--- src/rtl/inst_stream_loader_pkg.sv ---
// Shared types and widths for the instruction stream loader.
// Load-port widths, sync marker default and FSM states.
package inst_stream_loader_pkg;

  localparam int unsigned ADDR_W = 32;
  localparam int unsigned INST_W = 32;
  localparam int unsigned CNT_W  = 16;

  localparam logic [7:0] SYNC_DEFAULT = 8'hA5;

  typedef enum logic [2:0] {
    IDLE       = 3'd0,
    LEN0       = 3'd1,
    LEN1       = 3'd2,
    DATA       = 3'd3,
    WRITE_HOLD = 3'd4,
    CSUM       = 3'd5
  } state_e;

endpackage

--- src/rtl/inst_stream_loader_byte_word_pack.sv ---
// Packs payload bytes LSB-first into 32-bit words.
// Also keeps the running XOR checksum of the payload.
module inst_stream_loader_byte_word_pack
  import inst_stream_loader_pkg::*;
(
  input  logic              clk,
  input  logic              rst_n,
  input  logic              clr,
  input  logic              shift_en,
  input  logic [7:0]        byte_in,
  output logic              lane_last,
  output logic              word_valid,
  output logic [INST_W-1:0] word,
  output logic [7:0]        csum
);

  logic [1:0]        lane;
  logic [INST_W-1:0] buffer;

  assign lane_last  = (lane == 2'd3);
  assign word_valid = shift_en && lane_last;
  assign word       = {byte_in, buffer[INST_W-1:8]};

  // Lane counter, shift buffer and checksum advance per payload byte
  always_ff @(posedge clk or negedge rst_n) begin
    if (!rst_n) begin
      lane   <= '0;
      buffer <= '0;
      csum   <= '0;
    end else if (clr) begin
      lane   <= '0;
      buffer <= '0;
      csum   <= '0;
    end else if (shift_en) begin
      lane   <= lane + 2'd1;
      buffer <= word;
      csum   <= csum ^ byte_in;
    end
  end

endmodule

--- src/rtl/inst_stream_loader.sv ---
// Frame loader for the instruction memory load port.
// Holds the core in reset until a frame checksum verifies.
module inst_stream_loader
  import inst_stream_loader_pkg::*;
#(
  parameter logic [31:0] BASE_ADDR = 32'h0000_0000,
  parameter logic [31:0] ADDR_STEP = 32'd4,
  parameter logic [7:0]  SYNC_BYTE = SYNC_DEFAULT
) (
  input  logic              clk,
  input  logic              rst_n,
  input  logic              byte_valid,
  input  logic [7:0]        byte_data,
  output logic              byte_ready,
  output logic [ADDR_W-1:0] Inst_addr_load,
  output logic [INST_W-1:0] Inst_load,
  output logic              load_en,
  output logic              cpu_rst_n,
  output logic              load_done,
  output logic              load_err
);

  state_e            state_q, state_d;
  logic [CNT_W-1:0]  count_q, idx_q;
  logic              accept, start, cap_lo, cap_hi;
  logic              shift_en, csum_chk;
  logic              lane_last, word_valid;
  logic [INST_W-1:0] word;
  logic [7:0]        csum;
  logic [ADDR_W-1:0] offset;

  assign byte_ready = (state_q != WRITE_HOLD);
  assign accept     = byte_valid && byte_ready;
  assign offset     = {16'h0, idx_q} * ADDR_STEP;

  inst_stream_loader_byte_word_pack u_pack (
    .clk        (clk),
    .rst_n      (rst_n),
    .clr        (start),
    .shift_en   (shift_en),
    .byte_in    (byte_data),
    .lane_last  (lane_last),
    .word_valid (word_valid),
    .word       (word),
    .csum       (csum)
  );

  // State register
  always_ff @(posedge clk or negedge rst_n) begin
    if (!rst_n) state_q <= IDLE;
    else        state_q <= state_d;
  end

  // Next state and per-byte control strobes
  always_comb begin
    state_d  = state_q;
    start    = 1'b0;
    cap_lo   = 1'b0;
    cap_hi   = 1'b0;
    shift_en = 1'b0;
    csum_chk = 1'b0;
    case (state_q)
      IDLE: if (accept && byte_data == SYNC_BYTE) begin
        start   = 1'b1;
        state_d = LEN0;
      end
      LEN0: if (accept) begin
        cap_lo  = 1'b1;
        state_d = LEN1;
      end
      LEN1: if (accept) begin
        cap_hi  = 1'b1;
        state_d = ({byte_data, count_q[7:0]} == '0) ? CSUM : DATA;
      end
      DATA: if (accept) begin
        shift_en = 1'b1;
        if (lane_last && ({1'b0, idx_q} + 17'd1 == {1'b0, count_q}))
          state_d = CSUM;
      end
      CSUM: if (accept) begin
        csum_chk = 1'b1;
        state_d  = IDLE;
      end
      default: state_d = IDLE;
    endcase
  end

  // Count, index, write port and core-reset/status registers
  always_ff @(posedge clk or negedge rst_n) begin
    if (!rst_n) begin
      count_q        <= '0;
      idx_q          <= '0;
      Inst_addr_load <= '0;
      Inst_load      <= '0;
      load_en        <= 1'b0;
      cpu_rst_n      <= 1'b0;
      load_done      <= 1'b0;
      load_err       <= 1'b0;
    end else begin
      load_en <= 1'b0;
      if (start) begin
        idx_q     <= '0;
        load_done <= 1'b0;
        load_err  <= 1'b0;
        cpu_rst_n <= 1'b0;
      end
      if (cap_lo) count_q[7:0]  <= byte_data;
      if (cap_hi) count_q[15:8] <= byte_data;
      if (word_valid) begin
        load_en        <= 1'b1;
        Inst_load      <= word;
        Inst_addr_load <= BASE_ADDR + offset;
        idx_q          <= idx_q + 16'd1;
      end
      if (csum_chk) begin
        if (byte_data == csum) begin
          load_done <= 1'b1;
          cpu_rst_n <= 1'b1;
        end else begin
          load_err  <= 1'b1;
        end
      end
    end
  end

endmodule

--- config.mk ---
export PLATFORM = sky130hd
export DESIGN_NAME = inst_stream_loader
export DESIGN_NICKNAME = d
export VERILOG_FILES = /design/src/rtl/inst_stream_loader_pkg.sv /design/src/rtl/inst_stream_loader_byte_word_pack.sv /design/src/rtl/inst_stream_loader.sv
export SDC_FILE = /design/constraint.sdc
export NUM_CORES = 1
export LEC_CHECK = 0
export ABC_AREA = 1
export BUFFER_PORTS_ARGS = -buffer_cell sky130_fd_sc_hd__buf_2
export CORE_ASPECT_RATIO = 0.7
export CORE_MARGIN = 2
export CORE_UTILIZATION = 50
export CTS_CLUSTER_DIAMETER = 100
export DETAILED_ROUTE_END_ITERATION = 6
export PLACE_DENSITY = 0.72
export SYNTH_ARGS = -nofsm -noshare
export SYNTH_HDL_FRONTEND = slang
export SYNTH_SLANG_ARGS = --single-unit
--- constraint.sdc ---
create_clock -name clk -period 3.8 [get_ports clk]
set_input_delay 0.76 -clock clk [delete_from_list [all_inputs] [get_ports clk]]
set_output_delay 0.76 -clock clk [all_outputs]
set_load 0.02 [all_outputs]
-- Yosys cells after proc, flatten, opt, wreduce, memory -nomap -nowiden
Index checks and enable logic that the tools add are counted.
- register bits: 129
- input port bits: 11
- output and inout bits: 69
- word-level logic and storage cells: 74
- add/subtract/negate cells: 3
- equal/unequal tests: 15
- mux-type cells: 33
- bitwise logic cells: 1
- reduce and logical (&&, ||, !) cells: 9
- operators with widths (kind ; count):
    2-to-1 mux 32 bit ; 2
    2-to-1 mux 16 bit ; 2
    2-to-1 mux 3 bit ; 7
    adder 16 x 1 -> 17 bit, second input constant ; 1
    equality test 17 x 16 -> 1 bit ; 1
    2-to-1 mux 1 bit ; 17
    adder 16 x 1 -> 16 bit, second input constant ; 1
    logical NOT 16 bit ; 1
    2-to-1 mux 8 bit ; 2
    one-hot mux 3 bit (5 select lines) ; 1
    inequality test 2 bit, second input constant ; 6
    equality test 8 bit ; 1
    equality test 8 bit, second input constant ; 1
    bitwise XOR 8 bit ; 1
    equality test 3 x 2 -> 1 bit, second input constant ; 2
    AND reduction 6 bit ; 1
    logical AND 1 bit ; 4
    2-to-1 mux 2 bit ; 2
    nonzero test 2 bit ; 2
    equality test 3 x 1 -> 1 bit, second input constant ; 1
    equality test 3 bit, second input constant ; 1
    logical NOT 3 bit ; 1
    inequality test 3 bit, second input constant ; 1
    adder 2 x 1 -> 2 bit, second input constant ; 1
    equality test 2 bit, second input constant ; 1

-- Logic depth before layout (Yosys ltp)
- depth after elaboration: 8
- mapped depth: 16
- gate-level depth less buffers: 16

-- Hierarchy
Synthesis repeated with hierarchy kept, for this count alone.
- cell total of the unflattened synthesis: 715
- area, all modules: 5748.0 sq um
- by module, submodules not included (module ; times used ; cells an instance ; area each (sq um) ; seq. area each (sq um)):
    inst_stream_loader ; 1 ; 557 ; 4285.4 ; 2177.1
    inst_stream_loader_byte_word_pack ; 1 ; 158 ; 1462.7 ; 850.8

-- Worst setup path before layout
OpenSTA, ideal clock, no wires.
- path type: input to register
- start point: input port byte_data[6]
- end point: register u_pack.buffer[17]
- arrival time: 1.791 ns
- required time: 3.679 ns
- slack: 1.888 ns
- cell stages on the path: 9
- path through: inv_1 > nand4_1 > nor3_1 > nand2_1 > nand2_1 > inv_2 > buf_2 > a22oi_1 > inv_1
- longest elaborated chain between the ends: 5
- ends and longest elaborated chain (what ; line ; source):
    from (decl) ; inst_stream_loader.sv:13 ; input logic [7:0] byte_data,
    equality test 8 bit * ; inst_stream_loader.sv:63 ; IDLE: if (accept && byte_data == SYNC_BYTE) begin
    logical AND 1 bit * ; inst_stream_loader.sv:63 ;
    2-to-1 mux 1 bit * ; inst_stream_loader.sv:63 ;
    2-to-1 mux 1 bit * ; inst_stream_loader.sv:62 ; case (state_q)
    2-to-1 mux 32 bit / nonzero test 2 bit (equally long branches) ; -- ;
    to (signal assigned) ; inst_stream_loader_byte_word_pack.sv:36 ; buffer <= word;
    to (decl) ; inst_stream_loader_byte_word_pack.sv:18 ; logic [INST_W-1:0] buffer;
Every way passes the cells marked *; elsewhere a longest branch is shown, timed or not.
A chain may end at the register's enable or synchronous reset.

-- Worst setup path in the final report
- start point: register idx_q[0]
- end point: register state_q[1]
- longest elaborated chain between the ends: 5
- ends and longest elaborated chain (what ; line ; source):
    from (decl) ; inst_stream_loader.sv:24 ; logic [CNT_W-1:0] count_q, idx_q;
    from (signal assigned) ; inst_stream_loader.sv:113 ; idx_q <= idx_q + 16'd1;
    adder 16 x 1 -> 17 bit ; inst_stream_loader.sv:77 ; if (lane_last && ({1'b0, idx_q} + 17'd1 == {1'b0, count_q}))
    equality test 17 x 16 -> 1 bit ; inst_stream_loader.sv:77 ;
    logical AND 1 bit ; inst_stream_loader.sv:77 ;
    inequality test 2 bit (no line) ; -- ;
    AND reduction 6 bit (no line) ; -- ;
    to (signal assigned) ; inst_stream_loader.sv:51 ; else state_q <= state_d;
    to (decl) ; inst_stream_loader.sv:23 ; state_e state_q, state_d;
Every way passes these cells.

==> reports/qor.yml <==
run_status: "finished, final reports clean"
final_area_mm2: 0.00659
synthSimpleGateAreaFrac_pct: 23.0
drive_gt1_share_pct: 15.5
clockRootBuffer: "clkbuf_16"
cp-end-kind: "register"
maxCapViolCount: 0
first_pass_iters: 5
portBuffers: 63
clkTransAtPathRegs_ps: 60
cts_max_path_buffers: 2
finalPower_uw: 5950
hold_viol: 0
synth_edf_count: 0
fp.dieArea_mm2: 0.0121
muxShareOfSynthArea_pct: 0
syn_to_final_growth_pct: 17.9
fin_nets: 742
route.vias.total: 4650
grt_pass1_vias: 4515
num_antenna_cells: 0
cts_setup_buffers: 0
r2r_cells: 14
rsz0062_at_grt: "no"
tritoncts: "done"
cts_sinks: 121
synth_ff_type: "dfrtp_1"
cts_resized: 0
power_leakage_uw: 0.00374
synth_fa_ha_area_share_pct: 0.448
first_iter_violations: 354
fin_crit_ps: 2400
synth_cell_types: 32
r2r-end: "state_q[1]$_DFFE_PN0P_"
finalCritPeriodShare_pct: 63.2
crit_chain: "ha_1 -> nand3_1 -> nor2_1 -> nand4_1 -> nand2_1 -> nand2_1 -> nand2_1 -> nand3_1 -> nor2_1 -> nand2_1 -> nand2_2 -> nand2_1 -> nand2_1 -> nand2_1"
drtAntennaViolNets: 0
cp_max_fo: 6
insertion_delay_ps: 420
ys_seq_area_share_pct: 54.2
crit_cells: 14
slew_viol_final: 0
yosys.area_share.xor_xnor_pct: 1.88
post_dp_cell_area_mm2: 0.00598
start_util_pct: 51.0
powerDensity_mw_per_mm2: 903
synth_compound_area_share_pct: 10.4
core_mm2: 0.0110
tns_ps: 0
r2r_slack_ps: 1400
htreeDepth: 4
critPathTopFamily: "simple AND/OR/NAND/NOR gates"
wirelength_mm: 13.7
tightest_slew_ps: 979
viasPerCell: 5.20
cpMaxStageDelayCell: "dfrtp_1"
ios: 80
hold_buffers: 0
async_reset_ff_share_pct: 100
crit_type: "reg -> reg"
avgSynthCellArea_um2: 8.40
grt_pass1_wl_mm: 22.6
grt_max_degree: 66
synth_seq_cells: 121
netlist_area_mm2: 0.00559
max_freq_mhz: 416
antenna_found_initial: 0
crit_arrival_ps: 2710
grt_overflow: 0
postLayoutCoreUtil_pct: 60.1
vdd_ir_drop_max_v: 0.000515
die_h_um: 92.5
r2r_start: "idx_q[0]$_DFFE_PN0P_"
dp_hpwl_mm: 9.36
path_buf_inv: 0
wire_per_inst_um: 15.3
syn_inst: 666
cpMostUsedCell: "nand2_1"
track_usage_pct: 24.8
finalWeightedCongestion: 0.886
slew_headroom_pct: 34.6
startpoint_type: "register"
hold_path.class: "in -> async"
drc: 0
whs_ps: 421
rows: 32
synth_top_family_by_area: "simple AND/OR/NAND/NOR gates"
finalSetupViolations: 0
skew_ps: 6.86
max_stage_delay_ps: 430
fp.dieW_um: 130
yosysWarnings: 0
required_ps: 4100
cts_buffers: 17
[area by class of cell]
| class | instances | area, um2 |
|---|---|---|
| multi-input combinational | 429 | 2050 |
| clock buffer | 18 | 439 |
| clock inverter | 14 | 173 |
| tap | 153 | 191 |
| fill | 979 | 4380 |
| timing repair buffer | 66 | 353 |
| sequential | 121 | 3030 |
| inverter | 94 | 353 |
[synth_stat cells (2+ instances only)]
master / number / area, um2
a21oi_1: 8 / 40.0
a22oi_1: 29 / 218
dfrtp_1: 121 / 3030
nand2_2: 4 / 25.0
nand3_1: 43 / 215
inv_1: 91 / 342
buf_4: 16 / 120
o21ai_1: 8 / 40.0
o22ai_1: 11 / 68.8
buf_2: 6 / 30.0
nand4_1: 9 / 56.3
xor2_1: 8 / 70.1
nor3_1: 4 / 20.0
nor2_2: 6 / 37.5
inv_2: 3 / 11.3
and2_1: 2 / 12.5
clkbuf_1: 13 / 48.8
ha_1: 2 / 25.0
nor2_1: 26 / 97.6
o21ai_0: 41 / 205
nor4_1: 6 / 37.5
nand2_1: 199 / 747
[cell families (layout without fill, tap and decap cells)]
| group | Yosys count | after routing |
|---|---|---|
| buffers and inverters | 131 | 192 |
| adders and majority gates | 2 | 2 |
| and+or+nand+nor | 303 | 303 |
| DFF | 121 | 121 |
| AOI/OAI and AO/OA | 98 | 98 |
| xor gates and xnor gates | 10 | 10 |
| other | 1 | 16 |
[metal layers]
metal	vias up	share of wire, %	track usage (%)
met2	169	43	34.9
met1	2230	48	35.7
met5	-	0	0
li1	2235	-	-
met4	0	1.7	10.7
met3	16	7.6	7.11
[how the worst max path moves through the flow]
stage	startpoint	endpoint	slack [ps]
after floorplan	byte_data[6]	u_pack.buffer[17]$_DFFE_PN0P_	1890
after global placement	byte_data[4]	u_pack.csum[5]$_DFFE_PN0P_	1380
after detailed placement	byte_data[4]	u_pack.csum[2]$_DFFE_PN0P_	1350
after CTS	idx_q[0]$_DFFE_PN0P_	state_q[1]$_DFFE_PN0P_	1440
after global routing	idx_q[0]$_DFFE_PN0P_	state_q[1]$_DFFE_PN0P_	1180
final	idx_q[0]$_DFFE_PN0P_	state_q[1]$_DFFE_PN0P_	1400
[registers in the layout, indices dropped and copies added (netlist names), 2 cells and up]
register / flops
Inst_addr_load: 16
Inst_load: 32
count_q: 16
idx_q: 16
state_q: 3
u_pack.buffer: 24
u_pack.csum: 8
u_pack.lane: 2
[stage by stage]
stage / worst slack, ps / instances
finish: 1400 / 895
global route: 1180 / 895
CTS: 1440 / 895
detailed placement: 1350 / 863
global placement: 1380 / 863
floorplan: 1890 / 681
[layout by cell type, fill, tap and decap left out, types with 3 or more instances in the layout]
| cell | Yosys | final |
|---|---|---|
| bufinv_16 | 0 | 3 |
| nand4_1 | 9 | 9 |
| nand2_2 | 4 | 4 |
| nand2_1 | 199 | 199 |
| conb_1 | 1 | 16 |
| clkinvlp_4 | 0 | 5 |
| o21ai_0 | 41 | 41 |
| a21oi_1 | 8 | 8 |
| inv_2 | 3 | 3 |
| buf_4 | 16 | 3 |
| o22ai_1 | 11 | 11 |
| nor3_1 | 4 | 4 |
| nor4_1 | 6 | 6 |
| nand3_1 | 43 | 43 |
| buf_2 | 6 | 62 |
| nor2_1 | 26 | 26 |
| clkbuf_16 | 0 | 17 |
| o21ai_1 | 8 | 8 |
| a22oi_1 | 29 | 29 |
| dfrtp_1 | 121 | 121 |
| inv_1 | 91 | 91 |
| nor2_2 | 6 | 6 |
| xor2_1 | 8 | 8 |
[power breakdown]
group	switching (uW)	internal, uW	leakage [uW]
clock network	607	1050	0.000285
logic	1350	707	0.00191
registers	441	1800	0.00154
total	2400	3550	0.00374
(Power assumes the default switching activity.)
